## src/rtl/otter_rf_pkg.sv

```systemverilog
// Shared types and helpers for the OTTER register-file write path.
//   ADDR_W / DATA_W / NUM_REGS : register-file geometry
//   rf_addr_t / rf_data_t      : address and data words
//   rf_wr_t                    : one register-file write (we, wa, wd)
//   rr_pick                    : round-robin one-hot pick over up to MAX_REQ requesters
package otter_rf_pkg;

   localparam int unsigned ADDR_W    = 5;
   localparam int unsigned DATA_W    = 32;
   localparam int unsigned NUM_REGS  = 32;
   localparam int unsigned MAX_REQ   = 8;
   localparam int unsigned MAX_REQ_W = 3;

   typedef logic [ADDR_W-1:0] rf_addr_t;
   typedef logic [DATA_W-1:0] rf_data_t;

   typedef struct packed {
      logic     we;
      rf_addr_t wa;
      rf_data_t wd;
   } rf_wr_t;

   // First set bit of req (among the low n bits) searching upward from last+1, wrapping.
   function automatic logic [MAX_REQ-1:0] rr_pick(input logic [MAX_REQ-1:0] req,
                                                  input int unsigned        last,
                                                  input int unsigned        n);
      logic [MAX_REQ-1:0] g;
      logic               found;
      int unsigned        idx;
      g     = '0;
      found = 1'b0;
      for (int unsigned k = 1; k <= MAX_REQ; k++) begin
         if (k <= n) begin
            idx = last + k;
            if (idx >= n) idx = idx - n;
            if (!found && req[idx[MAX_REQ_W-1:0]]) begin
               g[idx[MAX_REQ_W-1:0]] = 1'b1;
               found = 1'b1;
            end
         end
      end
      return g;
   endfunction

endpackage

```

## src/rtl/otter_rr_arbiter.sv

```systemverilog
// Round-robin arbiter with a last-grant pointer.
//   clock, reset_n : clock and asynchronous active-low reset
//   req[N]         : request vector
//   ack            : the granted request transferred this cycle
//   gnt[N]         : one-hot (or zero) grant, combinational from req and the pointer
//   last_grant     : index of the most recent transfer (resets to N-1)
module otter_rr_arbiter #(
   parameter int unsigned N = 3
) (
   input  logic                  clock,
   input  logic                  reset_n,
   input  logic [N-1:0]          req,
   input  logic                  ack,
   output logic [N-1:0]          gnt,
   output logic [$clog2(N)-1:0]  last_grant
);
   import otter_rf_pkg::*;

   localparam int unsigned PW = $clog2(N);

   logic [PW-1:0]      last_q;
   logic [PW-1:0]      last_nxt;
   logic [MAX_REQ-1:0] pick;

   // Grant search starts one past the last winner.
   always_comb begin
      pick = rr_pick(MAX_REQ'(req), 32'(last_q), N);
      gnt  = pick[N-1:0];
   end

   // Encode the current grant for the pointer update.
   always_comb begin
      last_nxt = last_q;
      for (int unsigned i = 0; i < N; i++) begin
         if (gnt[i]) last_nxt = PW'(i);
      end
   end

   // Pointer moves only on a completed transfer; reset favours requester 0.
   always_ff @(posedge clock or negedge reset_n) begin
      if (!reset_n) begin
         last_q <= PW'(N - 1);
      end else if (ack) begin
         last_q <= last_nxt;
      end
   end

   assign last_grant = last_q;

endmodule

```

## src/rtl/otter_rf_write_arbiter.sv

```systemverilog
// Shares the register-file write port among NUM_REQ writeback sources and tracks
// registers with outstanding writes.
//   clock, reset_n         : clock and asynchronous active-low reset
//   req_valid/addr/data    : per-requester write request (flattened, requester i at slice i)
//   req_ready              : combinational one-hot grant
//   resv_valid/resv_addr   : reserve a destination register at issue
//   rf_we/rf_wa/rf_wd      : registered register-file write port
//   pending                : bit r set while register r awaits its write
module otter_rf_write_arbiter #(
   parameter int unsigned NUM_REQ = 3,
   parameter int unsigned DATA_W  = otter_rf_pkg::DATA_W,
   parameter int unsigned ADDR_W  = otter_rf_pkg::ADDR_W
) (
   input  logic                        clock,
   input  logic                        reset_n,
   input  logic [NUM_REQ-1:0]          req_valid,
   input  logic [NUM_REQ*ADDR_W-1:0]   req_addr,
   input  logic [NUM_REQ*DATA_W-1:0]   req_data,
   output logic [NUM_REQ-1:0]          req_ready,
   input  logic                        resv_valid,
   input  logic [ADDR_W-1:0]           resv_addr,
   output logic                        rf_we,
   output logic [ADDR_W-1:0]           rf_wa,
   output logic [DATA_W-1:0]           rf_wd,
   output logic [(2**ADDR_W)-1:0]      pending
);
   import otter_rf_pkg::*;

   localparam int unsigned NREGS = 2**ADDR_W;

   logic [NUM_REQ-1:0]         gnt;
   logic                       xfer;
   logic [ADDR_W-1:0]          sel_addr;
   logic [DATA_W-1:0]          sel_data;
   logic [NREGS-1:0]           pending_nxt;
   // Pointer state is kept for debug visibility only.
   logic [$clog2(NUM_REQ)-1:0] last_grant_unused;

   otter_rr_arbiter #(
      .N (NUM_REQ)
   ) u_arb (
      .clock      (clock),
      .reset_n    (reset_n),
      .req        (req_valid),
      .ack        (xfer),
      .gnt        (gnt),
      .last_grant (last_grant_unused)
   );

   // The arbiter only grants a valid requester, so any grant is a transfer.
   assign req_ready = gnt;
   assign xfer      = |gnt;

   // Route the winning requester's payload.
   always_comb begin
      sel_addr = '0;
      sel_data = '0;
      for (int unsigned i = 0; i < NUM_REQ; i++) begin
         if (gnt[i]) begin
            sel_addr = req_addr[i*ADDR_W +: ADDR_W];
            sel_data = req_data[i*DATA_W +: DATA_W];
         end
      end
   end

   // Scoreboard update: clear first so a same-cycle reservation (new producer) wins.
   always_comb begin
      pending_nxt = pending;
      if (xfer) pending_nxt[sel_addr] = 1'b0;
      if (resv_valid && (resv_addr != '0)) pending_nxt[resv_addr] = 1'b1;
      pending_nxt[0] = 1'b0;
   end

   // Write-port register and scoreboard; x0 writes are accepted but never enabled.
   always_ff @(posedge clock or negedge reset_n) begin
      if (!reset_n) begin
         rf_we   <= 1'b0;
         rf_wa   <= '0;
         rf_wd   <= '0;
         pending <= '0;
      end else begin
         rf_we <= xfer && (sel_addr != '0);
         if (xfer) begin
            rf_wa <= sel_addr;
            rf_wd <= sel_data;
         end
         pending <= pending_nxt;
      end
   end

endmodule
```

## config.mk

```make
export PLATFORM = sky130hd
export DESIGN_NAME = otter_rf_write_arbiter
export DESIGN_NICKNAME = d
export VERILOG_FILES = /design/src/rtl/otter_rf_pkg.sv /design/src/rtl/otter_rr_arbiter.sv /design/src/rtl/otter_rf_write_arbiter.sv
export SDC_FILE = /design/constraint.sdc
export NUM_CORES = 1
export LEC_CHECK = 0
export CAP_MARGIN = 5
export CORE_UTILIZATION = 45
export CTS_CLUSTER_DIAMETER = 60
export DETAILED_ROUTE_END_ITERATION = 10
export PLACE_DENSITY_LB_ADDON = 0.15
export SYNTH_ARGS = -nofsm -noshare
export SYNTH_HDL_FRONTEND = slang
export SYNTH_SLANG_ARGS = --single-unit
export TNS_END_PERCENT = 100
```

## constraint.sdc

```tcl
create_clock -name clock -period 6.8 [get_ports clock]
set_input_delay 0.68 -clock clock [delete_from_list [all_inputs] [get_ports clock]]
set_output_delay 0.68 -clock clock [all_outputs]
set_load 0.005 [all_outputs]
```

# Word level (Yosys, flattened, before mapping)
# Index checks and enable logic that the tools add are counted.
# classes
addsub,6
n_lt_le_gt_ge,13
muxes,35
bitwise,5
reduce_logical,16
# op_table
op,n
32-bit two-way mux,5
"32-bit by 2-bit >= comparator with 1-bit output, second input constant",3
32-bit bitwise AND,1
32-bit NOT,1
32-bit bitwise OR,1
3-bit two-way mux,6
5-bit two-way mux,3
"3-bit by 4-bit < comparator with 1-bit output, second input constant",3
"5-bit by 6-bit < comparator with 1-bit output, second input constant",2
1-bit demux with 5-bit select,2
"5-bit by 1-bit >= comparator with 1-bit output, second input constant",2
1-bit two-way mux,10
5-bit nonzero test,2
1-bit binary-select mux with 3-bit select,3
1-bit demux with 3-bit select,3
"3-bit by 1-bit >= comparator with 1-bit output, second input constant",3
1-bit logical AND,9
"3-bit by 2-bit subtractor with 3-bit output, second input constant",3
"2-bit by 2-bit adder with 3-bit output, second input constant",2
2-bit two-way mux,3
3-bit bitwise OR,2
"2-bit by 1-bit adder with 3-bit output, second input constant",1
3-bit nonzero test,1
3-bit OR reduction,1
2 further kinds,3
# word_totals
regBits,71
inputBits,122
out_inout_bits,73
word_cells,80

# Longest topological paths before layout
# depth
ltp_word,24
ltp_mapped,14
mapped_depth_nobuf,11

# By module
# Synthesis repeated with hierarchy kept, for this count alone.
# hier_totals
hier_cells,388
area_unflattened_um2,3612.2
# by_module_without_submodules
mod,n_inst,cells_each,area_per_inst_um2,seq_area_each_um2
otter_rf_write_arbiter,1,340,3173.0,1726.7
otter_rr_arbiter,1,48,439.2,51.3

# Worst setup path before layout
# OpenSTA, ideal clock, no wires.
# synth_path
path_type,register -> output
start,"reg u_arb.last_q[1], in the netlist u_arb.last_grant[1]"
end,out req_ready[2]
t_arrival_ns,2.536
required_time_ns,6.120
slack_ns,3.584
stages_incl_launch_ff,12
n_path_buf,4
cell_sequence,dfstp_2 -> inv_1 -> ha_1 -> buf_6 -> nor3b_1 -> a22oi_1 -> a311oi_2 -> a31oi_4 -> inv_2 -> buf_6 -> clkbuf_1 -> buf_4
# synth_via
elab_chain_cells,12
word_cells_on_any_way,44
classes_between,add/sub: 6; order compare: 9; mux: 20; bitwise: 2; reduce/logical: 7
# synth_lines
item,line_no,text
from (decl),otter_rr_arbiter.sv:21,logic [PW-1:0] last_q;
from (signal assigned),otter_rr_arbiter.sv:42,last_q <= PW'(N - 1);
from (signal assigned),otter_rr_arbiter.sv:44,last_q <= last_nxt;
2-bit by 1-bit adder with 3-bit output,otter_rf_pkg.sv:34,idx = last + k;
32-bit by 2-bit >= comparator with 1-bit output or 3-bit by 2-bit subtractor with 3-bit output (tied branches),otter_rf_pkg.sv:35,if (idx >= n) idx = idx - n;
3-bit two-way mux,otter_rf_pkg.sv:35,
"3-bit by 4-bit < comparator with 1-bit output (not written as such), or another cell as far along",otter_rf_pkg.sv:37,g[idx[MAX_REQ_W-1:0]] = 1'b1;
1-bit logical AND (not written as such) or 1-bit two-way mux (tied branches),"otter_rf_pkg.sv:37, otter_rf_pkg.sv:36",
1-bit two-way mux (on tied branches),"otter_rf_pkg.sv:37, otter_rf_pkg.sv:36",
1-bit demux with 3-bit select or 1-bit zero test (tied branches),--,
3-bit two-way mux or 1-bit logical AND (tied branches),otter_rf_pkg.sv:36,if (!found && req[idx[MAX_REQ_W-1:0]]) begin
3-bit bitwise OR (no line) or 1-bit two-way mux (tied branches),--,
3-bit two-way mux or 1-bit zero test (tied branches),otter_rf_pkg.sv:36,
3-bit bitwise OR (no line) or 1-bit logical AND (tied branches),--,
3-bit two-way mux (*),otter_rf_pkg.sv:36,
to (decl),otter_rf_write_arbiter.sv:19,"output logic [NUM_REQ-1:0] req_ready,"
# Every way passes the cells marked *; elsewhere a longest branch is shown, timed or not. The select of a mux whose other input is x is not followed.

# Worst setup path after layout
# Same ends and word-level chain as after synthesis.

==> flow_summary_export.csv <==
group,metric,value,unit
worst_hold_path,worstHoldPathType,"flop to flop",
die,dieArea,9440,sq um
cts,insertion_delay,350,ps
sta,skew,8.26,ps
die,die_w,97.2,um
setup_path,crit_required,6120,ps
route,viasPerCell,5.86,
sta,setup_violations,0,
cts,cts-root-buf,"clkbuf_8",
setup_path,worstSetupStartpointType,"flop",
yosys,synth_edf_count,0,
finish,area_delta_synth_final,53.2,%
route,antenna_left,0,
die,start_util,46.5,%
grt,grt_overflow,0,
setup_path,worstSetupEndpointType,"primary output",
job,maxCapViolations,0,
yosys,syn_inst,455,
cts,clk_pin_slew,80,ps
worst_hold_path,hold_depth,2,
grt,antenna_found_initial,0,
grt,grt_max_degree,72,
cts,post_cts_buffers,0,
finish,n_fill_cell,694,
yosys,synth_flop_cell,"dfrtp_1",
sta,fmax,0.224,GHz
yosys,syn_nets,584,
run_status,outcome,"completed",
yosys,yosys_warnings,0,
cts,htreeDepth,3,
route,avgRoutedWirePerCell,17.9,um
grt,grt_pass1_wl,21200,um
yosys,synth.ff_latch_count,71,
die,rows,34,
route,wl,13200,um
setup_path,setup.worst_path.class,"flop to primary output",
sta,hold_viol_final,0,
cts,tritoncts,"done",
route,dr.pass1.iters,7,
place,routabilityCongestion,0.855,
finish,fin_nets,754,
sta,period_share,65.7,%
place,portBuffers,193,
cts,cts-root-to-sink-buffers,2,
finish,num_antenna_cells,0,
finish,drive_above_1_share,7.14,%
route,drt_iter0_drc,298,
yosys,synthDistinctLibCells,56,
route,drc,0,
cts,cts.sinks,71,
sta,fin_setup_tns,0,ps
power,powerDensity,622,nW/um^2
sta,report.final.slew_viol_count,0,
power,report.power.total,3.89,mW
die,die_h,97.2,um
setup_path,r2r_cells,11,
die,ioPinCount,195,
cts,ctsHoldBuffers,0,
power,irDropWorstVdd,0.000355,V
sta,min_period,4470,ps
setup_path,crit_arrival,3790,ps
cts,numCtsBuffers,9,
sta,relSlewSlack,17.1,%
sta,worstMarginPinSlew,1240,ps
yosys,synthArstFlopShare,100,%
route,vias,4323,
grt,grt_use_total,28.3,%
place,hpwl,9580,um
yosys,syn_area_per_cell,8.96,sq um
yosys,netlist_area,4080,sq um
sta,rsz0062_at_grt,"false",
power,p_leak,2.35,nW
finish,seq_area,1780,sq um
finish,multiInputGateArea,2100,sq um
cts,cts-resized-gates,0,
setup_path,worstPathMaxFanout,40,
grt,grt_pass1_vias,4238,
die,core-area,8760,sq um
yosys,ys_seq_area_share,43.6,%
-- final cells by class --
class	instances	area share [%]
Multi-Input combinational cell	339	33.6
Tap cell	108	2.16
Sequential cell	71	28.5
Timing Repair Buffer	196	31.2
Clock buffer	11	2.42
Clock inverter	5	1.66
Inverter	8	0.521
-- power breakdown --
group	total [mW]	internal, mW	leakage [nW]	switching (mW)
combinational	2.69	1.08	1.47	1.60
clock	0.430	0.264	0.130	0.166
sequential	0.772	0.641	0.749	0.131
-- synthesized netlist by cell type, types with 2 or more instances --
master      n  area (sq um)
nor2_1     44           165
o21a_1      2          15.0
ha_1        7          87.6
buf_4       4          30.0
and2_1      2          12.5
o31ai_1    22           165
inv_1       5          18.8
clkbuf_1   21          78.8
nand3_1    30           150
a311oi_4    2          52.6
buf_1       2          7.51
o21ai_1     4          20.0
dfrtp_1    70          1750
nand4_1     5          31.3
a221o_1     6          60.1
buf_6       3          33.8
inv_2       2          7.51
nor3b_1     5          37.5
mux2i_1     2          20.0
and3b_1     2          17.5
buf_2       7          35.0
a22oi_1    33           248
nor3_1      2          10.0
nand2_1    37           139
a21boi_0    8          60.1
mux2_4      2          30.0
o21ai_0    58           290
a21oi_1    37           185
a21o_1      3          22.5
o2111ai_1   2          17.5
-- routing by layer --
| metal | GRT usage [%] | vias up | part of all wire [%] | routed length [um] |
|---|---|---|---|---|
| met1 | 33.5 | 2044 | 38 | 5000 |
| li1 | - | 2010 | - | - |
| met4 | 13.4 | 0 | 3.4 | 455 |
| met5 | 0 | - | 0 | 0 |
| met2 | 48.8 | 222 | 51 | 6730 |
| met3 | 6.04 | 47 | 7.7 | 1020 |
-- kinds of logic (layout without fill, tap and decap cells) --
| family | Yosys count | count (layout) | share of synthesized area [%] |
|---|---|---|---|
| AOI/OAI and AO/OA | 190 | 190 | 31.7 |
| and+or+nand+nor | 136 | 136 | 15.6 |
| DFF | 71 | 71 | 43.6 |
| buffers and inverters | 45 | 220 | 5.34 |
| adders and majority gates | 7 | 7 | 2.15 |
| muxes | 5 | 5 | 1.50 |
| other | 1 | 1 | 0.0920 |
-- critical path: stages (launching register included) --
cell and delay, ps:
dfstp_2 570, inv_1 110, ha_1 430, nor3b_1 340, a22oi_1 150, a311oi_2 460, a31oi_4 110, inv_2 610
clkdlybuf4s50_1 650
-- metrics by stage --
stage	area [sq um]	hold slack (ps)	cells	utilization [%]	setup slack (ps)
final	6250	493	738	71.3	2330
after floorplan	4080	384	455	-	3580
after CTS	6250	497	738	71.3	2330
after detailed placement	5990	475	722	68.4	2560
after global routing	6250	527	738	71.3	2150
after global placement	5990	471	722	68.4	2700
-- cell usage in the layout (no fill, tap or decap), types with 2 or more instances in the layout --
cell and instances:
o21a_1 2, buf_4 3, nand3_1 30, and3b_1 2, mux2_4 2, o21ai_0 58, nor3_1 2, and2_1 2
mux2i_1 2, clkbuf_8 11, nand4_1 5, nor2_2 2, nor2_1 43, clkdlybuf4s50_1 192, a21boi_0 8, a21o_1 3
nor3b_1 5, a21oi_1 37, a221o_1 6, dfrtp_1 70, a22oi_1 33, ha_1 7, bufinv_16 3, inv_1 5
a311oi_4 2, o21ai_1 4, inv_2 2, o31ai_1 22, nand2_1 37, o2111ai_1 2
-- worst paths after layout --
path                                                       from                         endpoint  slack [ps]
worst max-delay path            u_arb.last_grant[1]$_DFFE_PN1N_                     req_ready[2]        2330
worst min-delay path                       rf_wa[2]$_DFFE_PN0N_             rf_wa[2]$_DFFE_PN0N_         490
worst max register to register  u_arb.last_grant[1]$_DFFE_PN1N_            pending[26]$_DFF_PN0_        2440
worst min register to register             rf_wa[2]$_DFFE_PN0N_             rf_wa[2]$_DFFE_PN0N_         490
max in group asynchronous                               reset_n            rf_wd[26]$_DFFE_PN0N_        5670
min in group asynchronous                               reset_n  u_arb.last_grant[0]$_DFFE_PN0N_         530
-- flip-flops by register name (all words and copies together) (netlist names) --
signal,flops
u_arb.last_grant,2
rf_wa,5
rf_we,1
rf_wd,32
pending,31
No activity file was read; power rests on OpenSTA's default activity.
